<file path="config.mk">
export PLATFORM = sky130hd
export DESIGN_NAME = sdram_aref_sched_flat
export DESIGN_NICKNAME = d
export VERILOG_FILES = /design/src/rtl/sdram_aref_sched_if.sv /design/src/rtl/sdram_aref_sched.sv /design/src/flat_wrapper.sv
export SDC_FILE = /design/constraint.sdc
export NUM_CORES = 1
export LEC_CHECK = 0
export ABC_CLOCK_PERIOD_IN_PS = 3240
export CORE_UTILIZATION = 35
export CTS_CLUSTER_SIZE = 8
export DETAILED_ROUTE_END_ITERATION = 16
export GPL_TIMING_DRIVEN = 0
export PLACE_DENSITY_LB_ADDON = 0.15
export SLEW_MARGIN = 20
export SYNTH_ARGS = -nofsm -noshare
export SYNTH_HDL_FRONTEND = slang
export SYNTH_SLANG_ARGS = --single-unit
</file>
<file path="constraint.sdc">
create_clock -name sclk -period 3.24 [get_ports sclk]
set_input_delay 0.648 -clock sclk [delete_from_list [all_inputs] [get_ports sclk]]
set_output_delay 0.648 -clock sclk [all_outputs]
set_load 0.02 [all_outputs]
</file>
<file path="src/rtl/sdram_aref_sched_if.sv">
// rtl/sdram_aref_sched_if.sv - arbiter-facing bus of the SDRAM auto-refresh scheduler
interface sdram_aref_sched_if #(
    parameter int ADDR_W = 13
);
    logic              flag_init_end;
    logic              ref_en;
    logic              ref_req;
    logic              ref_urgent;
    logic              flag_ref_end;
    logic [3:0]        aref_cmd;
    logic [ADDR_W-1:0] sdram_addr;
    logic [3:0]        debt;
    logic              debt_ovf;

    modport master (
        input  flag_init_end, ref_en,
        output ref_req, ref_urgent, flag_ref_end, aref_cmd, sdram_addr, debt, debt_ovf
    );

    modport slave (
        output flag_init_end, ref_en,
        input  ref_req, ref_urgent, flag_ref_end, aref_cmd, sdram_addr, debt, debt_ovf
    );
endinterface

</file>
<file path="src/rtl/sdram_aref_sched.sv">
// rtl/sdram_aref_sched.sv - auto-refresh scheduler: credit counter plus PRE/AREF burst FSM
module sdram_aref_sched #(
    parameter int REF_INTERVAL   = 349,
    parameter int AREF_PER_GRANT = 2,
    parameter int T_RP           = 2,
    parameter int T_RFC          = 4,
    parameter int PRE_EN         = 1,
    parameter int MAX_DEBT       = 8,
    parameter int ADDR_W         = 13
) (
    input  logic                sclk,
    input  logic                s_rst,
    sdram_aref_sched_if.master  bus
);
    localparam int ICNT_W = (REF_INTERVAL > 1) ? $clog2(REF_INTERVAL) : 1;
    localparam logic [ICNT_W-1:0] ICNT_LAST = ICNT_W'(REF_INTERVAL - 1);
    localparam logic [3:0]  MAXD     = 4'(MAX_DEBT);
    localparam logic [3:0]  APG      = 4'(AREF_PER_GRANT);
    localparam logic [15:0] RP_LOAD  = 16'(T_RP - 2);
    localparam logic [15:0] RFC_LOAD = 16'(T_RFC - 2);
    localparam logic [3:0]  CMD_NOP  = 4'b0111;
    localparam logic [3:0]  CMD_PRE  = 4'b0010;
    localparam logic [3:0]  CMD_AREF = 4'b0001;
    localparam logic [ADDR_W-1:0] ADDR_ALL_BANKS = ADDR_W'(11'h400);

    typedef enum logic [2:0] {
        S_IDLE, S_PRE, S_PRE_WAIT, S_AREF, S_AREF_WAIT, S_DONE
    } state_t;

    state_t            state;
    logic [ICNT_W-1:0] icnt;
    logic [3:0]        debt_q;
    logic              ovf_q;
    logic [3:0]        cmd_q;
    logic              req_q;
    logic              end_q;
    logic [3:0]        burst;
    logic [15:0]       wcnt;
    logic              tick;
    logic              aref_now;

    assign tick     = bus.flag_init_end && (icnt == ICNT_LAST);
    assign aref_now = (cmd_q == CMD_AREF);

    always_ff @(posedge sclk or posedge s_rst) begin
        if (s_rst) begin
            icnt   <= '0;
            debt_q <= '0;
            ovf_q  <= 1'b0;
        end else begin
            if (!bus.flag_init_end || tick) icnt <= '0;
            else                            icnt <= icnt + 1'b1;
            // A credit earned and spent in the same cycle cancels out.
            if (tick && !aref_now) begin
                if (debt_q == MAXD) ovf_q  <= 1'b1;
                else                debt_q <= debt_q + 4'd1;
            end else if (aref_now && !tick && debt_q != 4'd0) begin
                debt_q <= debt_q - 4'd1;
            end
        end
    end

    always_ff @(posedge sclk or posedge s_rst) begin
        if (s_rst) begin
            state <= S_IDLE;
            cmd_q <= CMD_NOP;
            req_q <= 1'b0;
            end_q <= 1'b0;
            burst <= '0;
            wcnt  <= '0;
        end else begin
            cmd_q <= CMD_NOP;
            end_q <= 1'b0;
            case (state)
                S_IDLE: begin
                    if (req_q && bus.ref_en) begin
                        req_q <= 1'b0;
                        if (PRE_EN != 0) begin
                            state <= S_PRE;
                            cmd_q <= CMD_PRE;
                        end else begin
                            state <= S_AREF;
                            cmd_q <= CMD_AREF;
                        end
                    end else begin
                        req_q <= (debt_q != 4'd0);
                    end
                end
                S_PRE: begin
                    if (T_RP == 1) begin
                        state <= S_AREF;
                        cmd_q <= CMD_AREF;
                    end else begin
                        state <= S_PRE_WAIT;
                        wcnt  <= RP_LOAD;
                    end
                end
                S_PRE_WAIT: begin
                    if (wcnt == 16'd0) begin
                        state <= S_AREF;
                        cmd_q <= CMD_AREF;
                    end else begin
                        wcnt <= wcnt - 16'd1;
                    end
                end
                S_AREF: begin
                    burst <= burst + 4'd1;
                    state <= S_AREF_WAIT;
                    wcnt  <= RFC_LOAD;
                end
                S_AREF_WAIT: begin
                    // debt_q already reflects the AREF that opened this wait window.
                    if (wcnt == 16'd0) begin
                        if (burst < APG && debt_q != 4'd0) begin
                            state <= S_AREF;
                            cmd_q <= CMD_AREF;
                        end else begin
                            state <= S_DONE;
                            end_q <= 1'b1;
                        end
                    end else begin
                        wcnt <= wcnt - 16'd1;
                    end
                end
                S_DONE: begin
                    burst <= '0;
                    state <= S_IDLE;
                end
                default: state <= S_IDLE;
            endcase
        end
    end

    assign bus.ref_req      = req_q;
    assign bus.ref_urgent   = (debt_q >= MAXD - 4'd1);
    assign bus.flag_ref_end = end_q;
    assign bus.aref_cmd     = cmd_q;
    assign bus.sdram_addr   = ADDR_ALL_BANKS;
    assign bus.debt         = debt_q;
    assign bus.debt_ovf     = ovf_q;
endmodule

</file>
<file path="src/flat_wrapper.sv">
// flat-port wrapper written by rule: the top's interface ports become plain ports
module sdram_aref_sched_flat 
#(
    parameter int REF_INTERVAL   = 349,
    parameter int AREF_PER_GRANT = 2,
    parameter int T_RP           = 2,
    parameter int T_RFC          = 4,
    parameter int PRE_EN         = 1,
    parameter int MAX_DEBT       = 8,
    parameter int ADDR_W         = 13
)
  (sclk, s_rst, bus_flag_init_end, bus_ref_en, bus_ref_req, bus_ref_urgent, bus_flag_ref_end, bus_aref_cmd, bus_sdram_addr, bus_debt, bus_debt_ovf);
  sdram_aref_sched_if #(.ADDR_W(ADDR_W)) bus_i ();
  input  logic sclk;
  input  logic s_rst;
  input wire logic [$bits(bus_i.flag_init_end)-1:0] bus_flag_init_end;
  input wire logic [$bits(bus_i.ref_en)-1:0] bus_ref_en;
  output wire logic [$bits(bus_i.ref_req)-1:0] bus_ref_req;
  output wire logic [$bits(bus_i.ref_urgent)-1:0] bus_ref_urgent;
  output wire logic [$bits(bus_i.flag_ref_end)-1:0] bus_flag_ref_end;
  output wire logic [$bits(bus_i.aref_cmd)-1:0] bus_aref_cmd;
  output wire logic [$bits(bus_i.sdram_addr)-1:0] bus_sdram_addr;
  output wire logic [$bits(bus_i.debt)-1:0] bus_debt;
  output wire logic [$bits(bus_i.debt_ovf)-1:0] bus_debt_ovf;
  assign bus_i.flag_init_end = bus_flag_init_end;
  assign bus_i.ref_en = bus_ref_en;
  assign bus_ref_req = bus_i.ref_req;
  assign bus_ref_urgent = bus_i.ref_urgent;
  assign bus_flag_ref_end = bus_i.flag_ref_end;
  assign bus_aref_cmd = bus_i.aref_cmd;
  assign bus_sdram_addr = bus_i.sdram_addr;
  assign bus_debt = bus_i.debt;
  assign bus_debt_ovf = bus_i.debt_ovf;
  sdram_aref_sched #(.REF_INTERVAL(REF_INTERVAL), .AREF_PER_GRANT(AREF_PER_GRANT), .T_RP(T_RP), .T_RFC(T_RFC), .PRE_EN(PRE_EN), .MAX_DEBT(MAX_DEBT), .ADDR_W(ADDR_W)) u_core (.sclk(sclk), .s_rst(s_rst), .bus(bus_i));
endmodule
</file>
==> out/metrics.cfg <==
[floorplan]
io_pins = 29
core.rowCount = 30
die_area_um2 = 7520
core_area_um2 = 6870
die_h_um = 86.7
start_util_pct = 36.6
die_w_um = 86.7

[synthesis]
synth_most_common_cell = dfrtp_1
synth_area_leader_cell = dfrtp_1
synth_seq_cells = 42
ys_warn_count = 0
synth_top_family_by_area = simple AND/OR/NAND/NOR gates
synth_cells = 257
muxShareOfSynthArea_pct = 3.09
synth-edff-count = 0
synth_top_area_share_pct = 38.9
seq_area_frac_synth_pct = 42.0
synth.avg_cell_area_um2 = 9.77
synth_area_leaders = dfrtp_1 (39%), buf_4 (4.5%), nand2_1 (3.3%)
syn-cell-area_um2 = 2510
synth_xor_area_share_pct = 3.49
synth_cell_type_count = 67
synth_compound_gate_area_share_pct = 14.7
ys_top_cells_by_count = dfrtp_1 (39), nand2_1 (22), nor2_1 (19)
synthSimpleGateAreaFrac_pct = 26.1
synth_fa_ha_area_share_pct = 3.79
async_flop_share_pct = 100
synth_flop_cell = dfrtp_1

[flow_run]
maxCapViolCount = 0

[clock_network]
cts-root-buf = clkbuf_8
cts_htree_levels = 2
cts_tree = built
numCtsBuffers = 5
cts.repair.resized = 0
clockBufferDepth = 2
cts.clk_slew.worst_paths_ps = 90
ctsHoldBuffers = 0
clock-sinks = 42
cts_setup_buffers = 0
insertion_delay_ps = 290

[routing]
routedWlPerCell_um = 13.0
firstDrtPassIters = 4
drt_iter0_markers = 57
remaining_drc_errors = 0
vias = 1924
met1_length_mm = 2.54
routed_via_density = 4.96
postRouteAntennaNets = 0
routed.top_layer = met4
routed_wl_mm = 5.04
wl_met2_mm = 2.29
dr_wl_met3_um = 153

[finish]
insertedDiodeCount = 0
final_area_um2 = 2930
area_growth_pct = 16.6
fillCellCount = 682
drive_above_1_share_pct = 19.5
nets = 302

[pwr]
power_frac_seq_pct = 56.5
swShare_pct = 25.0
power_frac_comb_pct = 6.0
p_int_mw = 0.704
p_leak_nw = 1.31
power.density_nw_per_um2 = 321
ir_drop_mv = 0.139
clkPwrFrac_pct = 37.5
power_mw = 0.939
p_switching_mw = 0.235

[global_route]
grt_max_degree = 26
track_usage_pct = 14.7
overflow = 0
antenna_found_initial = 0
grt_pass1_vias = 1772
grt_pass1_wl_mm = 8.62

[sta]
slew_violations = 0
period_share_pct = 89.9
setup_viol = 0
fmax_ghz = 0.343
finalWorstPathRequiredPeriod_ps = 2910
rsz0062_at_grt = false
skew_ps = 7.08
hold_violations = 0
max_slew_margin_pct = 57.8
worstMarginPinSlew_ps = 627
tns_ps = 0

[worst_setup_path]
cp_max_fo = 5
r2r_slack_ps = 330
arrival_ps = 3080
cp-startpoint = u_core.icnt[0]$_DFF_PP0_
reg2regPathDepth = 11
crit_required_ps = 3410
worst_setup_path_end_kind = flop
timing.rr.end = u_core.bus.debt[3]$_DFFE_PP0P_
cp-start-kind = flop
r2r_start = u_core.icnt[0]$_DFF_PP0_
crit_type = flop to flop

[placed_design]
place_congestion = 0.840
placed_area_um2 = 2840
port_buffers = 14
post-dp-hpwl_mm = 3.68

[hold_path]
min-delay-start = u_core.bus.debt_ovf$_DFFE_PP0P_
min_to = u_core.bus.debt_ovf$_DFFE_PP0P_
min_path_cells = 1
min_path_type = flop to flop

[outcome]
outcome = complete, no violations

-- logic make-up (layout without fill, tap and decap cells) --
| kind of cell | Yosys count | in the layout |
|---|---|---|
| other | 2 | 14 |
| xor gates and xnor gates | 10 | 10 |
| DFF | 42 | 42 |
| adders and majority gates | 7 | 7 |
| buffers and inverters | 27 | 50 |
| muxes | 6 | 6 |
| AOI/OAI and AO/OA | 54 | 54 |
| and+or+nand+nor | 109 | 109 |
-- how the worst max path moves through the flow --
stage	cells past startpoint	to	slack, ps
floorplan	11	u_core.bus.debt[3]$_DFFE_PP0P_	520
global placement	7	u_core.bus.debt[3]$_DFFE_PP0P_	140
detailed placement	7	u_core.bus.debt[3]$_DFFE_PP0P_	120
CTS	11	u_core.bus.debt[3]$_DFFE_PP0P_	310
global route	11	u_core.bus.debt[3]$_DFFE_PP0P_	110
finish	11	u_core.bus.debt[3]$_DFFE_PP0P_	330
-- stage by stage --
stage               worst slack, ps  hold slack, ps  cells  utilization (%)
floorplan                       517             468    269                -
global placement                145             461    379             41.0
detailed placement              116             462    380             41.3
CTS                             315             487    388             42.6
global route                    112             518    388             42.6
finish                          326             477    388             42.6
-- metal layers --
| layer | up-vias | track usage [%] |
|---|---|---|
| li1 | 976 | - |
| met1 | 914 | 20.2 |
| met2 | 30 | 23.7 |
| met3 | 4 | 3.24 |
| met4 | 0 | 3.18 |
| met5 | - | 0 |
-- final cells by class --
type                    count  area [µm²]  share of cell area [%]
multi-input cells         200        1340                    45.6
flip-flops and latches     42        1050                    36.0
repair buffers             15         160                    5.47
plain buffers              21         143                    4.87
well taps                  96         120                    4.10
clock buffers               5        68.8                    2.35
clock inverters             3        23.8                   0.812
inverters                   6        22.5                   0.769
-- registers in the layout, summed over array words and instances, names as in the netlist --
signal,flops
u_core.wcnt,16
u_core.icnt,9
u_core.burst,4
u_core.bus.debt,4
u_core.bus.aref_cmd,3
u_core.state,3
u_core.bus.debt_ovf,1
u_core.bus.flag_ref_end,1
u_core.bus.ref_req,1
-- cell usage in the layout (no fill, tap or decap), types with 2 or more instances in the layout --
master / n
a21o_1: 4
a21oi_1: 9
a22o_1: 2
a31oi_1: 13
a41oi_1: 2
and3_1: 7
buf_2: 2
buf_4: 15
clkbuf_1: 3
clkbuf_8: 5
clkdlybuf4s50_1: 14
clkinvlp_4: 2
conb_1: 14
dfrtp_1: 39
dfstp_2: 3
ha_1: 6
inv_1: 5
mux2_2: 3
nand2_1: 22
nand2b_1: 7
nand3_1: 12
nand3b_1: 2
nor2_1: 19
nor2b_1: 3
nor3_1: 5
nor3_2: 2
nor3b_1: 2
nor4_1: 2
nor4_2: 2
nor4b_1: 2
o21ai_0: 8
o21ai_1: 2
o31ai_1: 2
or2_4: 2
or3_1: 2
or3_4: 2
or4_1: 2
xnor2_1: 5
xor2_1: 5
-- critical path: stages (launching register included) --
cell and delay (ps):
dfrtp_1 430, inv_1 70, ha_1 150, nand2_1 50, nor3_1 130, nand3_1 140, or3b_2 530, ha_1 300
a21o_1 100, a21oi_1 100, or3_1 320, mux4_2 460
-- power groups by stage --
stage | clock, mW | sequential [mW] | combinational, mW
after floorplan | 0 | 0.541 | 0.0423
after global placement | 0 | 0.541 | 0.0537
after detailed placement | 0 | 0.541 | 0.0571
after CTS | 0.367 | 0.531 | 0.0572
after global routing | 0.392 | 0.532 | 0.0635
final | 0.352 | 0.531 | 0.0559
No activity file was read; power rests on OpenSTA's default activity.
